===== config.mk =====
export PLATFORM = sky130hd
export DESIGN_NAME = poly_halve_seq_flat
export DESIGN_NICKNAME = d
export VERILOG_FILES = /design/src/rtl/poly_halve_seq_if.sv /design/src/rtl/poly_halve_seq.sv /design/src/flat_wrapper.sv
export SDC_FILE = /design/constraint.sdc
export NUM_CORES = 1
export LEC_CHECK = 0
export BUFFER_PORTS_ARGS = -buffer_cell sky130_fd_sc_hd__buf_2
export CAP_MARGIN = 0
export CORE_MARGIN = 2
export CORE_UTILIZATION = 47
export CTS_BUF_LIST = sky130_fd_sc_hd__clkbuf_2 sky130_fd_sc_hd__clkbuf_4 sky130_fd_sc_hd__clkbuf_8
export CTS_CLUSTER_DIAMETER = 100
export DETAILED_ROUTE_END_ITERATION = 16
export PLACE_DENSITY_LB_ADDON = 0.05
export REMOVE_ABC_BUFFERS = 1
export SLEW_MARGIN = 10
export SYNTH_ARGS = -nofsm -noshare
export SYNTH_HDL_FRONTEND = slang
export SYNTH_SLANG_ARGS = --single-unit
export TNS_END_PERCENT = 10

===== constraint.sdc =====
create_clock -name clk -period 1.58 [get_ports clk]
set_input_delay 0.079 -clock clk [delete_from_list [all_inputs] [get_ports clk]]
set_output_delay 0.079 -clock clk [all_outputs]
set_load 0.02 [all_outputs]

===== src/rtl/poly_halve_seq_if.sv =====
// Control and coefficient-RAM bundle between poly-arith control, the halving sequencer and a 1R1W RAM.
// slave: the sequencer side (takes start/shift/read data, drives status and both RAM ports).
// master: the control + RAM side.
interface poly_halve_seq_if #(
  parameter int ADDR_W  = 8,
  parameter int SHIFT_W = 3
);
  logic               start_i;
  logic [SHIFT_W-1:0] shift_i;
  logic               busy_o;
  logic               done_o;
  logic               rd_en_o;
  logic [ADDR_W-1:0]  rd_addr_o;
  logic [11:0]        rd_data_i;
  logic               wr_en_o;
  logic [ADDR_W-1:0]  wr_addr_o;
  logic [11:0]        wr_data_o;

  modport slave (
    input  start_i, shift_i, rd_data_i,
    output busy_o, done_o, rd_en_o, rd_addr_o, wr_en_o, wr_addr_o, wr_data_o
  );

  modport master (
    output start_i, shift_i, rd_data_i,
    input  busy_o, done_o, rd_en_o, rd_addr_o, wr_en_o, wr_addr_o, wr_data_o
  );
endinterface


===== src/rtl/poly_halve_seq.sv =====
// Scales a polynomial in a 1R1W coefficient RAM by 2^-k mod 3329 in place, one halving pass per k.
// Latency: k*(N_COEFFS+2) cycles from the start edge to done_o (1 cycle when k=0).
// No backpressure: the RAM is assumed to accept one read and one write per cycle; start_i is ignored unless IDLE.
// Ports: clk/rst (sync, active-high); bus.start_i/shift_i request, bus.busy_o/done_o status,
//        bus.rd_* read port (data one cycle after rd_en_o), bus.wr_* write port (data = half of rd_data_i).
module poly_halve_seq #(
  parameter int N_COEFFS = 256,
  parameter int ADDR_W   = $clog2(N_COEFFS),
  parameter int SHIFT_W  = 3
) (
  input  logic            clk,
  input  logic            rst,
  poly_halve_seq_if.slave bus
);

  localparam logic [2:0] S_IDLE  = 3'd0;
  localparam logic [2:0] S_READ  = 3'd1;
  localparam logic [2:0] S_DRAIN = 3'd2;
  localparam logic [2:0] S_GAP   = 3'd3;
  localparam logic [2:0] S_DONE  = 3'd4;

  localparam logic [ADDR_W-1:0] LAST_ADDR = ADDR_W'(N_COEFFS - 1);

  logic [2:0]         state;
  logic [ADDR_W-1:0]  rd_addr;
  logic [ADDR_W-1:0]  wr_addr;
  logic               wr_en;
  logic [SHIFT_W-1:0] k_q;
  logic [SHIFT_W-1:0] pass_cnt;
  logic [SHIFT_W-1:0] pass_nxt;
  logic               rd_en;

  assign rd_en    = (state == S_READ);
  assign pass_nxt = pass_cnt + SHIFT_W'(1);

  always_ff @(posedge clk) begin
    if (rst) begin
      state    <= S_IDLE;
      rd_addr  <= '0;
      wr_addr  <= '0;
      wr_en    <= 1'b0;
      k_q      <= '0;
      pass_cnt <= '0;
    end else begin
      // Write port is the read port one cycle late, matching the RAM read latency.
      wr_en   <= rd_en;
      wr_addr <= rd_addr;
      case (state)
        S_IDLE: begin
          if (bus.start_i) begin
            if (bus.shift_i == '0) begin
              state <= S_DONE;
            end else begin
              state    <= S_READ;
              k_q      <= bus.shift_i;
              pass_cnt <= '0;
              rd_addr  <= '0;
            end
          end
        end
        S_READ: begin
          if (rd_addr == LAST_ADDR) begin
            state <= S_DRAIN;
          end else begin
            rd_addr <= rd_addr + ADDR_W'(1);
          end
        end
        S_DRAIN: begin
          // Last write of the pass lands this cycle.
          pass_cnt <= pass_nxt;
          state    <= (pass_nxt == k_q) ? S_DONE : S_GAP;
        end
        S_GAP: begin
          // Idle cycle keeps the next pass's read of address 0 clear of the previous pass's final write.
          rd_addr <= '0;
          state   <= S_READ;
        end
        S_DONE: begin
          state <= S_IDLE;
        end
        default: begin
          state <= S_IDLE;
        end
      endcase
    end
  end

  // Halving mod 3329: even a -> a/2; odd a -> (a+3329)/2, which equals (a>>1) + 1665.
  // The split form stays within 12 bits and gives the identical result for canonical input.
  logic [11:0] halved;
  assign halved = (bus.rd_data_i >> 1) + (bus.rd_data_i[0] ? 12'd1665 : 12'd0);

  assign bus.rd_en_o   = rd_en;
  assign bus.rd_addr_o = rd_addr;
  assign bus.wr_en_o   = wr_en;
  assign bus.wr_addr_o = wr_addr;
  assign bus.wr_data_o = halved;
  assign bus.busy_o    = (state == S_READ) || (state == S_DRAIN) || (state == S_GAP);
  assign bus.done_o    = (state == S_DONE);

endmodule

===== src/flat_wrapper.sv =====
// flat-port wrapper written by rule: the top's interface ports become plain ports
module poly_halve_seq_flat 
#(
  parameter int N_COEFFS = 256,
  parameter int ADDR_W   = $clog2(N_COEFFS),
  parameter int SHIFT_W  = 3
)
  (clk, rst, bus_start_i, bus_shift_i, bus_rd_data_i, bus_busy_o, bus_done_o, bus_rd_en_o, bus_rd_addr_o, bus_wr_en_o, bus_wr_addr_o, bus_wr_data_o);
  poly_halve_seq_if #(.ADDR_W(ADDR_W), .SHIFT_W(SHIFT_W)) bus_i ();
  input  logic clk;
  input  logic rst;
  input wire logic [$bits(bus_i.start_i)-1:0] bus_start_i;
  input wire logic [$bits(bus_i.shift_i)-1:0] bus_shift_i;
  input wire logic [$bits(bus_i.rd_data_i)-1:0] bus_rd_data_i;
  output wire logic [$bits(bus_i.busy_o)-1:0] bus_busy_o;
  output wire logic [$bits(bus_i.done_o)-1:0] bus_done_o;
  output wire logic [$bits(bus_i.rd_en_o)-1:0] bus_rd_en_o;
  output wire logic [$bits(bus_i.rd_addr_o)-1:0] bus_rd_addr_o;
  output wire logic [$bits(bus_i.wr_en_o)-1:0] bus_wr_en_o;
  output wire logic [$bits(bus_i.wr_addr_o)-1:0] bus_wr_addr_o;
  output wire logic [$bits(bus_i.wr_data_o)-1:0] bus_wr_data_o;
  assign bus_i.start_i = bus_start_i;
  assign bus_i.shift_i = bus_shift_i;
  assign bus_i.rd_data_i = bus_rd_data_i;
  assign bus_busy_o = bus_i.busy_o;
  assign bus_done_o = bus_i.done_o;
  assign bus_rd_en_o = bus_i.rd_en_o;
  assign bus_rd_addr_o = bus_i.rd_addr_o;
  assign bus_wr_en_o = bus_i.wr_en_o;
  assign bus_wr_addr_o = bus_i.wr_addr_o;
  assign bus_wr_data_o = bus_i.wr_data_o;
  poly_halve_seq #(.N_COEFFS(N_COEFFS), .ADDR_W(ADDR_W), .SHIFT_W(SHIFT_W)) u_core (.clk(clk), .rst(rst), .bus(bus_i));
endmodule

==> qor.yml <==
outcome:
  status: "finished clean"
timing:
  max-slew-margin-rel_pct: 76.4
  tightest_slew_ns: 0.350
  setup_viol: 0
  final.setup.tns_ns: 0
  finalCritPeriodShare_pct: 97.3
  fin_worst_skew_ns: 0.0107
  fmax_mhz: 650
  rsz0062_at_grt: "yes"
  hold_viol_final: 0
  min_period_ns: 1.54
  slew_violations: 0
logic_synthesis:
  synth_top_area_share_pct: 35.1
  synth_area_per_cell_um2: 9.50
  ys_ff_latch: 26
  synthCells: 156
  synth_flop_cell: "dfxtp_1"
  synthTopCellsByArea: "dfxtp_1 (35%), ha_1 (5.9%), xnor2_1 (5.9%)"
  synth_area_mm2: 0.00148
  ys_types: 43
  ys.warnings.count: 0
  ys_seq_area_share_pct: 35.1
  synth_top_area_cell: "dfxtp_1"
  synth_edf_count: 0
  ys_async_sr_fraction_pct: 0
cells_and_area:
  final_cell_mix: "buf_2 (48), buf_4 (24), dfxtp_1 (22)"
  final_common_cell: "buf_2"
  num_antenna_cells: 0
  stdcell_count: 271
  stdcell_area_mm2: 0.00201
  fin_nets: 253
  drive_gt1_share_pct: 42.3
  area_delta_synth_final_pct: 35.9
  ff_latch_area_um2: 528
  multi_input_area_um2: 936
  fillCellCount: 264
  utilization_pct: 66.5
global_route:
  grt_pass1_wl_mm: 5.47
  antenna_found_initial: 0
  grt_max_degree: 19
  track_usage_pct: 19.5
  grt-ovfl-total: 0
  grt_pass1_vias: 1295
worst_setup_path:
  crit_chain: "or3b_4 -> clkinv_4 -> o21ai_4 -> a21oi_4 -> mux2_4"
  crit_required_ns: 1.81
  cp_data_arrival_time_ns: 1.76
  cp_slowest_cell: "or3b_4"
  path_class: "reg -> reg"
  slowest_delay_ns: 0.41
  cp-end-kind: "register"
  crit_family: "simple AND/OR/NAND/NOR gates"
  cp_max_fo: 6
  path_buf_inv: 1
  startpoint_type: "register"
placed_design:
  place.gp.congestion: 0.836
  post_dp_cell_area_mm2: 0.00193
  dpl.cell_count: 266
  io_buffers: 49
  hpwl_mm: 2.68
route:
  postRouteWirelength_mm: 3.40
  drtAntennaViolNets: 0
  vias: 1438
  drc: 0
  viasPerCell: 5.31
  drt_iter0_drc: 27
  wl_per_cell_um: 12.5
  first_pass_iters: 4
floorplan:
  ioPinCount: 50
  std_cell_rows: 20
  design.core.area_mm2: 0.00303
  initial_utilization_pct: 48.9
  dieArea_mm2: 0.00362
  die_w_um: 60.1
  die_y_um: 60.1
clocking:
  post_cts_buffers: 0
  cts_sinks: 26
  htreeDepth: 1
  tritoncts: "built"
  numCtsBuffers: 3
  clkTransAtPathRegs_ns: 0.15
  clockBufferDepth: 2
  clockRootBuffer: "clkbuf_4"
  clkLatencyLatePin_ns: 0.33
power_and_ir_drop:
  power_density_mw_per_mm2: 791
  p_leak_nw: 0.899
  finalPower_mw: 1.59
  vdd_drop_max_uv: 528
run:
  maxCapViolations: 0
min_path:
  hold_class: "in -> reg"
## state kept, by name, indices dropped and copies added (netlist names)
name / count
u_core.bus.wr_en_o: 1
u_core.bus.rd_addr_o: 8
u_core.state: 3
u_core.bus.wr_addr_o: 8
u_core.pass_cnt: 3
u_core.k_q: 3
## worst register-to-register path: stages, from the launching register on
cell	delay, ns
dfxtp_2	0.39
or3b_4	0.41
clkinv_4	0.07
o21ai_4	0.09
a21oi_4	0.18
mux2_4	0.31
## worst paths after layout
| path | startpoint | end | slack [ns] | cells after the start |
|---|---|---|---|---|
| worst max-delay path | u_core.state[0]$_SDFFE_PP0P_ | u_core.bus.rd_addr_o[1]$_SDFFE_PP0P_ | 0.04 | 5 |
| worst min-delay path | bus_shift_i[1] | u_core.k_q[1]$_SDFFE_PP0P_ | 0.0002 | 3 |
| worst max register to register | u_core.state[0]$_SDFFE_PP0P_ | u_core.bus.rd_addr_o[1]$_SDFFE_PP0P_ | 0.04 | 5 |
| worst min register to register | u_core.bus.rd_addr_o[6]$_SDFFE_PP0P_ | u_core.bus.wr_addr_o[6]$_SDFF_PP0_ | 0.52 | 2 |
## cell families after synthesis
| logic type | after synthesis | synth area share (%) |
|---|---|---|
| XOR/XNOR | 13 | 7.69 |
| flip-flops | 26 | 35.1 |
| multiplexers | 9 | 6.76 |
| adder cells (fa/ha/maj) | 7 | 5.91 |
| AND/OR/NAND/NOR | 52 | 19.5 |
| buffers and inverters | 12 | 3.46 |
| AO/OA/AOI/OAI | 37 | 21.5 |
## area by class of cell
type                       count  area share [%]
multi-input combinational    118            46.5
sequential                    26            26.2
timing repair buffer          73            21.4
tap                           44            2.73
clock buffer                   4            1.80
inverter                       6            1.37
## synth_stat cells, types with 3 or more instances
cell type  count
xor2_1         3
xnor2_1       10
and2_1         3
a211oi_1       4
nor3_1         3
o21a_1         3
ha_1           7
mux2i_1        7
a21oi_1        5
dfxtp_1       26
inv_1          5
o21ai_0        3
nor2_1        14
nand3_1        5
nor2b_1        4
o211ai_1       8
a31oi_1        3
clkbuf_1       5
nand2_1        7
## per-layer routing
layer  part of all wire (%)  vias to the layer above  wire length, um  GRT usage, %
met4                   0.56                        0               19          3.81
met3                    4.1                        2              140          3.68
li1                       -                      715                -             -
met2                     51                       39             1730          34.9
met1                     44                      682             1510          24.2
met5                      0                        -                0             0
## report_power, final
part,switching (mW),internal [mW],total [mW]
Sequential,0.0191,0.681,0.700
Combinational,0.298,0.250,0.548
Clock,0.203,0.141,0.344
Total,0.520,1.07,1.59
## stage by stage
step,setup slack (ns),hold WS (ns)
2_1_floorplan,-0.191,0.146
3_3_place_gp,-0.00265,0.330
3_5_place_dp,0.00874,0.348
4_1_cts,0.00894,0.00824
5_1_grt,-0.0358,0.0180
6_report,0.0424,0.000237
## timing repair
item,in CTS,in global routing
cloned,0,0
endpoints found under the hold margin,1,0
endpoints found under the setup margin,5,10
resized for setup,2,11
hold buffers,1,0
pin swaps,0,1
Power figures use the tool's default switching activity.
